<file path="src/rtl/bundle_pkg.sv">
// Shared frontend/backend payload types and the default frontend-to-backend FIFO depth.
package bundle;

  localparam int unsigned XLEN          = 32;
  localparam int unsigned FLEN          = 64;
  localparam int unsigned FB_FIFO_DEPTH = 4;

  // One decoded instruction leaving the ISU, with operands read at issue time
  typedef struct packed {
    logic            valid;
    logic [XLEN-1:0] pc;
    logic [31:0]     inst;
    logic [4:0]      rd;
    logic [XLEN-1:0] gpr_rs;
    logic [FLEN-1:0] fpr_rs;
  } frontend_packet_t;

endpackage

</file>
<file path="src/rtl/frontend_backend_fifo.sv">
// Decoupling FIFO between the frontend ISU output and the backend issue input.
// The frontend sees fifo_full as backend_busy; a redirect flush drops everything in flight.
module frontend_backend_fifo
  import bundle::*;
#(
  parameter int unsigned DEPTH = FB_FIFO_DEPTH
) (
  input  logic                       clk,
  input  logic                       rst,
  input  logic                       flush,
  input  frontend_packet_t           in_packet,
  output logic                       fifo_full,
  output frontend_packet_t           out_packet,
  output logic                       out_valid,
  input  logic                       out_ready,
  output logic [$clog2(DEPTH):0]     count
);

  localparam int unsigned PTR_W = $clog2(DEPTH);
  localparam int unsigned CNT_W = PTR_W + 1;

  frontend_packet_t mem [DEPTH];
  logic [PTR_W-1:0] wr_ptr;
  logic [PTR_W-1:0] rd_ptr;
  logic             enq;
  logic             deq;

  // Status is decoded from the registered count so reset clears it without an edge
  always_comb begin
    out_valid  = (count != '0);
    fifo_full  = (count == CNT_W'(DEPTH));
    out_packet = out_valid ? mem[rd_ptr] : '0;
    enq        = in_packet.valid & ~fifo_full & ~flush;
    deq        = out_valid & out_ready & ~flush;
  end

  always_ff @(posedge clk or posedge rst) begin
    if (rst) begin
      wr_ptr <= '0;
      rd_ptr <= '0;
      count  <= '0;
    end else if (flush) begin
      wr_ptr <= '0;
      rd_ptr <= '0;
      count  <= '0;
    end else begin
      if (enq) wr_ptr <= wr_ptr + PTR_W'(1);
      if (deq) rd_ptr <= rd_ptr + PTR_W'(1);
      if (enq && !deq)      count <= count + CNT_W'(1);
      else if (deq && !enq) count <= count - CNT_W'(1);
    end
  end

  // Flop storage; contents survive flush and reset, only the pointers are cleared
  always_ff @(posedge clk) begin
    if (enq) mem[wr_ptr] <= in_packet;
  end

endmodule

</file>
<file path="config.mk">
export PLATFORM = sky130hd
export DESIGN_NAME = frontend_backend_fifo
export DESIGN_NICKNAME = d
export VERILOG_FILES = /design/src/rtl/bundle_pkg.sv /design/src/rtl/frontend_backend_fifo.sv
export SDC_FILE = /design/constraint.sdc
export NUM_CORES = 1
export LEC_CHECK = 0
export ABC_AREA = 1
export BUFFER_PORTS_ARGS = -buffer_cell sky130_fd_sc_hd__buf_2
export CORE_MARGIN = 3
export CORE_UTILIZATION = 58
export CTS_CLUSTER_DIAMETER = 30
export CTS_CLUSTER_SIZE = 24
export DETAILED_ROUTE_END_ITERATION = 10
export GPL_TIMING_DRIVEN = 0
export PLACE_DENSITY = 0.8
export SYNTH_ARGS = -nofsm -noshare
export SYNTH_HDL_FRONTEND = slang
export SYNTH_SLANG_ARGS = --single-unit
</file>
<file path="constraint.sdc">
create_clock -name clk -period 11 [get_ports clk]
set_clock_uncertainty 0.05 [all_clocks]
set_input_delay 2.2 -clock clk [delete_from_list [all_inputs] [get_ports clk]]
set_output_delay 2.2 -clock clk [all_outputs]
set_load 0.05 [all_outputs]
</file>
Word-level counts from Yosys, hierarchy flattened
Memories as Yosys holds them, arrays and structs flattened.
Index checks and enable logic that the tools add are counted.
- bits in registers: 7
- bits in writable memories: 664
- output and inout bits: 171
- memories: 1
- memory list (memory ; words ; bits a word ; read ports ; clocked after memory_dff ; wr ports ; line ; text):
    mem ; 4 ; 166 ; 1 ; 0 ; 1 ; frontend_backend_fifo.sv:22 ; frontend_packet_t mem [DEPTH];
- add/subtract/negate cells: 4
- equal/unequal tests: 1
- mux-type cells: 10
- bitwise operators: 6
- reductions and logical operators: 8
- operators with widths (cell ; count):
    $mux W166 ; 1
    $mux W3 ; 3
    $mux W2 ; 4
    $reduce_bool A3 Y1 ; 2
    $add A2 B1 Y2 const B ; 2
    $and A1 B1 Y1 ; 4
    $reduce_bool A2 Y1 ; 2
    $add A3 B1 Y3 const B ; 1
    $eq A3 B3 Y1 const B ; 1
    $sub A3 B1 Y3 const B ; 1
    $logic_and A1 B1 Y1 ; 2
    $logic_not A1 Y1 ; 2
    $mux W1 ; 2
    $not A1 Y1 ; 2

Longest topological paths before layout
- depth in word-level cells: 9
- depth in mapped cells: 11
- depth with buffers taken out: 11

Worst setup path before layout
OpenSTA, ideal clock, no wires.
- kind: input port to flip-flop
- start point: input in_packet[165] in the netlist's numbering
- end point: memory mem[0][0] in the netlist's numbering, enable pin
- library setup time: 694 ps
- arrival time: 9396 ps
- data required time: 10256 ps
- path slack: 860 ps
- cell stages on the path: 4
- path through: nand2_1 > nor2_2 > inv_2 > nor2_1
- word-level cells in the longest chain between the ends: 4
- ends and longest elaborated chain (what ; line ; text):
    start: declaration ; frontend_backend_fifo.sv:11 ; input frontend_packet_t in_packet,
    $and A1 B1 Y1 (2 in series) ; frontend_backend_fifo.sv:33 ; enq = in_packet.valid & ~fifo_full & ~flush;
    $mux W1 ; frontend_backend_fifo.sv:56 ; if (enq) mem[wr_ptr] <= in_packet;
    $mux W1 (implied by the code) ; frontend_backend_fifo.sv:56 ;
    end: declaration ; frontend_backend_fifo.sv:22 ;
Every way passes these cells.

==> flow_metrics.env <==
export IMPL_outcome="finished clean"
export IMPL_cts_root_buf="clkbuf_16"
export IMPL_cap_violations=0
export IMPL_rows=77
export IMPL_grt_pass1_vias=18500
export IMPL_hold_viol=0
export IMPL_cp_max_fo=10
export IMPL_overflow=0
export IMPL_ant_nets=0
export IMPL_post_drt_wl_per_cell_um=21.7
export IMPL_wl_met1_um=25500
export IMPL_drt_iter0_drc=2125
export IMPL_antenna_found_initial=22
export IMPL_fmax_ghz=0.201
export IMPL_yosysTopAreaCell="edfxtp_1"
export IMPL_critPathArrivalTime_ns=2.72
export IMPL_fin_crit_sh=0.452
export IMPL_setup_worst_path_start="rd_ptr[0]"
export IMPL_syn_avg_cell_area_um2=12.9
export IMPL_route_detailed_drc=0
export IMPL_routed_wl_um=69600
export IMPL_dp_hpwl_um=42700
export IMPL_io_buffers=340
export IMPL_die_h_um=218
export IMPL_post_route_util=0.744
export IMPL_hold_path_class="reg -> reg"
export IMPL_cts_tree="built"
export IMPL_grt_pass1_wl_um=104000
export IMPL_synthDistinctLibCells=24
export IMPL_io_pins=341
export IMPL_synth_nets=2199
export IMPL_p_leak_nw=12.3
export IMPL_clk_latency_ns=0.65
export IMPL_synth_flop_cell="edfxtp_1"
export IMPL_cpMostUsedCell="buf_6"
export IMPL_dr_pass1_iters=7
export IMPL_netlist_area_um2=26100
export IMPL_rsz0062_at_grt="no"
export IMPL_place_gp_congestion=0.821
export IMPL_irDropWorstVdd_uv=276
export IMPL_crit_family="buffers and inverters"
export IMPL_top_layer="met5"
export IMPL_end_kind="output port"
export IMPL_core_area_um2=44300
export IMPL_cts_resized=0
export IMPL_cts_hold_buf=0
export IMPL_cp_slowest_cell="a21oi_1"
export IMPL_nFillCells=2602
export IMPL_r2r_end="mem[3][59]"
export IMPL_slew_violations=0
export IMPL_synth_area_leaders="edfxtp_1, nor2_1, o21ai_1"
export IMPL_grt_usage=0.288
export IMPL_path_cells="buf_6 -> inv_4 -> buf_6 -> clkbuf_2 -> o21ai_1 -> a21oi_1 -> buf_2"
export IMPL_post_synth_top_count_cell="nor2_1"
export IMPL_ys_ff_latch=671
export IMPL_worst_ep_required_time_ns=8.75
export IMPL_crit_buf_inv=5
export IMPL_synth_edf_count=664
export IMPL_avgViaCountPerCell=5.76
export IMPL_met3_length_um=6750
export IMPL_async_reset_ff_frac=0.0104
export IMPL_vias=18500
export IMPL_ff2ff_path_depth=8
export IMPL_numCtsBuffers=113
export IMPL_yosys_top_cells_count="nor2_1, edfxtp_1, o21ai_1"
export IMPL_post_cts_buffers=0
export IMPL_max_slew_margin_rel=0.458
export IMPL_grt_max_degree=30
export IMPL_dp_cells=2981
export IMPL_period_needed_ns=4.97
export IMPL_start_util=0.589
export IMPL_htree_levels=3
export IMPL_final_nets=2679
export IMPL_criticalPathCategory="reg -> out"
export IMPL_tightest_slew_ns=0.811
export IMPL_crit_end="out_packet[9]"
export IMPL_cpPeakStageDelay_ns=0.42
export IMPL_timing_rr_start="count[2]"
export IMPL_seq_area_frac_synth=0.770
export IMPL_r2r_slack_ns=8.23
export IMPL_setup_viol=0
export IMPL_yosysTopAreaCellShare=0.763
export IMPL_power_density_nw_per_um2=308
export IMPL_ys_warn_count=0
export IMPL_drive_gt1_frac=0.259
export IMPL_area_growth_pct=26.2
export IMPL_path_depth=7
export IMPL_final_cells=3212
export IMPL_numClockSinks=671
export IMPL_die_x_um=218
export IMPL_startpoint_type="flip-flop"
export IMPL_die_area_um2=47600
export IMPL_cts_max_path_buffers=3
export IMPL_dr_wl_met2_um=34300
export IMPL_clk_pin_slew_worst_paths_ns=0.05
export IMPL_netlist_instances=2024
[worst register-to-register path, cell delays in order (launching register included)]
cell	delay, ns
dfrtp_1	0.45
nand2_1	0.12
nand2_1	0.10
nor2_2	0.18
inv_2	0.14
nor2_4	0.61
buf_12	0.28
buf_12	0.25
buf_12	0.25
[state kept, by name, summed over array words and instances, names as in the netlist]
| name | flops |
|---|---|
| wr_ptr | 2 |
| mem | 664 |
| rd_ptr | 2 |
| count | 3 |
[layer usage]
metal,vias to the layer above,global-route usage
li1,8244,-
met3,220,0.0697
met1,8941,0.363
met4,14,0.143
met5,-,0
met2,1095,0.472
[area by class of cell]
| class | instances | area, um^2 | area share |
|---|---|---|---|
| clock buffer | 130 | 2910 | 0.0884 |
| antenna | 16 | 40.0 | 0.00121 |
| multi-input combinational | 1207 | 5280 | 0.160 |
| inverter | 18 | 70.1 | 0.00213 |
| buffer | 128 | 687 | 0.0208 |
| timing repair buffer | 365 | 2220 | 0.0673 |
| clock inverter | 85 | 901 | 0.0273 |
| tap | 592 | 741 | 0.0225 |
| sequential | 671 | 20100 | 0.610 |
[cells by family (layout without fill, tap and decap cells)]
family | after synthesis | count (layout) | share of synthesized area
compound gates | 506 | 506 | 0.0970
xor+xnor | 1 | 1 | 0.000335
fa+ha+maj | 5 | 5 | 0.00268
buf+inv | 146 | 726 | 0.0290
flops | 671 | 671 | 0.770
other cells | 0 | 16 | 0
simple gates | 695 | 695 | 0.101
[per-stage QoR]
step	setup WS [ns]	TNS [ns]	hold WS, ns	instance area (um^2)	total power, mW
after floorplan	0.860	0	0.529	26100	5.68
after global placement	-4.76	-3109.32	0.513	28600	6.72
after detailed placement	6.42	0	0.523	29100	6.72
after CTS	5.96	0	0.536	32900	10.2
after global routing	5.90	0	0.568	32900	10.5
final	6.03	0	0.538	33000	10.2
[power by group]
group / internal (mW) / leakage (nW) / switching [mW]
clock network: 2.22 / 1.84 / 1.23
logic: 0.766 / 4.29 / 2.94
registers: 2.98 / 6.12 / 0.0388
[how the worst min path moves through the flow]
stage | cells after the start | start | slack (ns) | endpoint
finish | 2 | count[0] | 0.54 | count[0]
global route | 2 | count[0] | 0.57 | count[0]
CTS | 2 | count[0] | 0.54 | count[0]
detailed placement | 2 | count[0] | 0.52 | count[0]
global placement | 2 | count[0] | 0.51 | count[0]
floorplan | 2 | wr_ptr[1] | 0.53 | wr_ptr[1]
[layout by cell type (no fill, tap or decap)]
master / netlist / layout
nand3_2: 1 / 1
nor2_2: 2 / 2
clkbuf_16: 0 / 114
diode_2: 0 / 16
buf_4: 15 / 15
xor2_1: 1 / 1
buf_6: 5 / 5
o21ai_0: 128 / 128
clkinv_1: 0 / 13
inv_8: 0 / 2
nand2_1: 16 / 16
buf_12: 0 / 23
dfrtp_1: 7 / 7
nand3_1: 4 / 4
ha_1: 4 / 4
edfxtp_1: 664 / 664
clkinv_4: 0 / 9
buf_16: 0 / 2
buf_1: 3 / 3
buf_2: 75 / 415
nand2_2: 2 / 2
a21oi_1: 170 / 170
inv_1: 14 / 14
o21ai_1: 208 / 208
fa_1: 1 / 1
inv_2: 3 / 3
bufinv_16: 0 / 13
inv_4: 1 / 1
inv_6: 0 / 15
clkbuf_2: 15 / 15
clkinvlp_4: 0 / 12
nor2_4: 0 / 4
clkinv_8: 0 / 3
clkbuf_1: 15 / 31
nor2_1: 669 / 665
clkinv_2: 0 / 18
nand3b_1: 1 / 1
No activity file was read; power rests on OpenSTA's default activity.
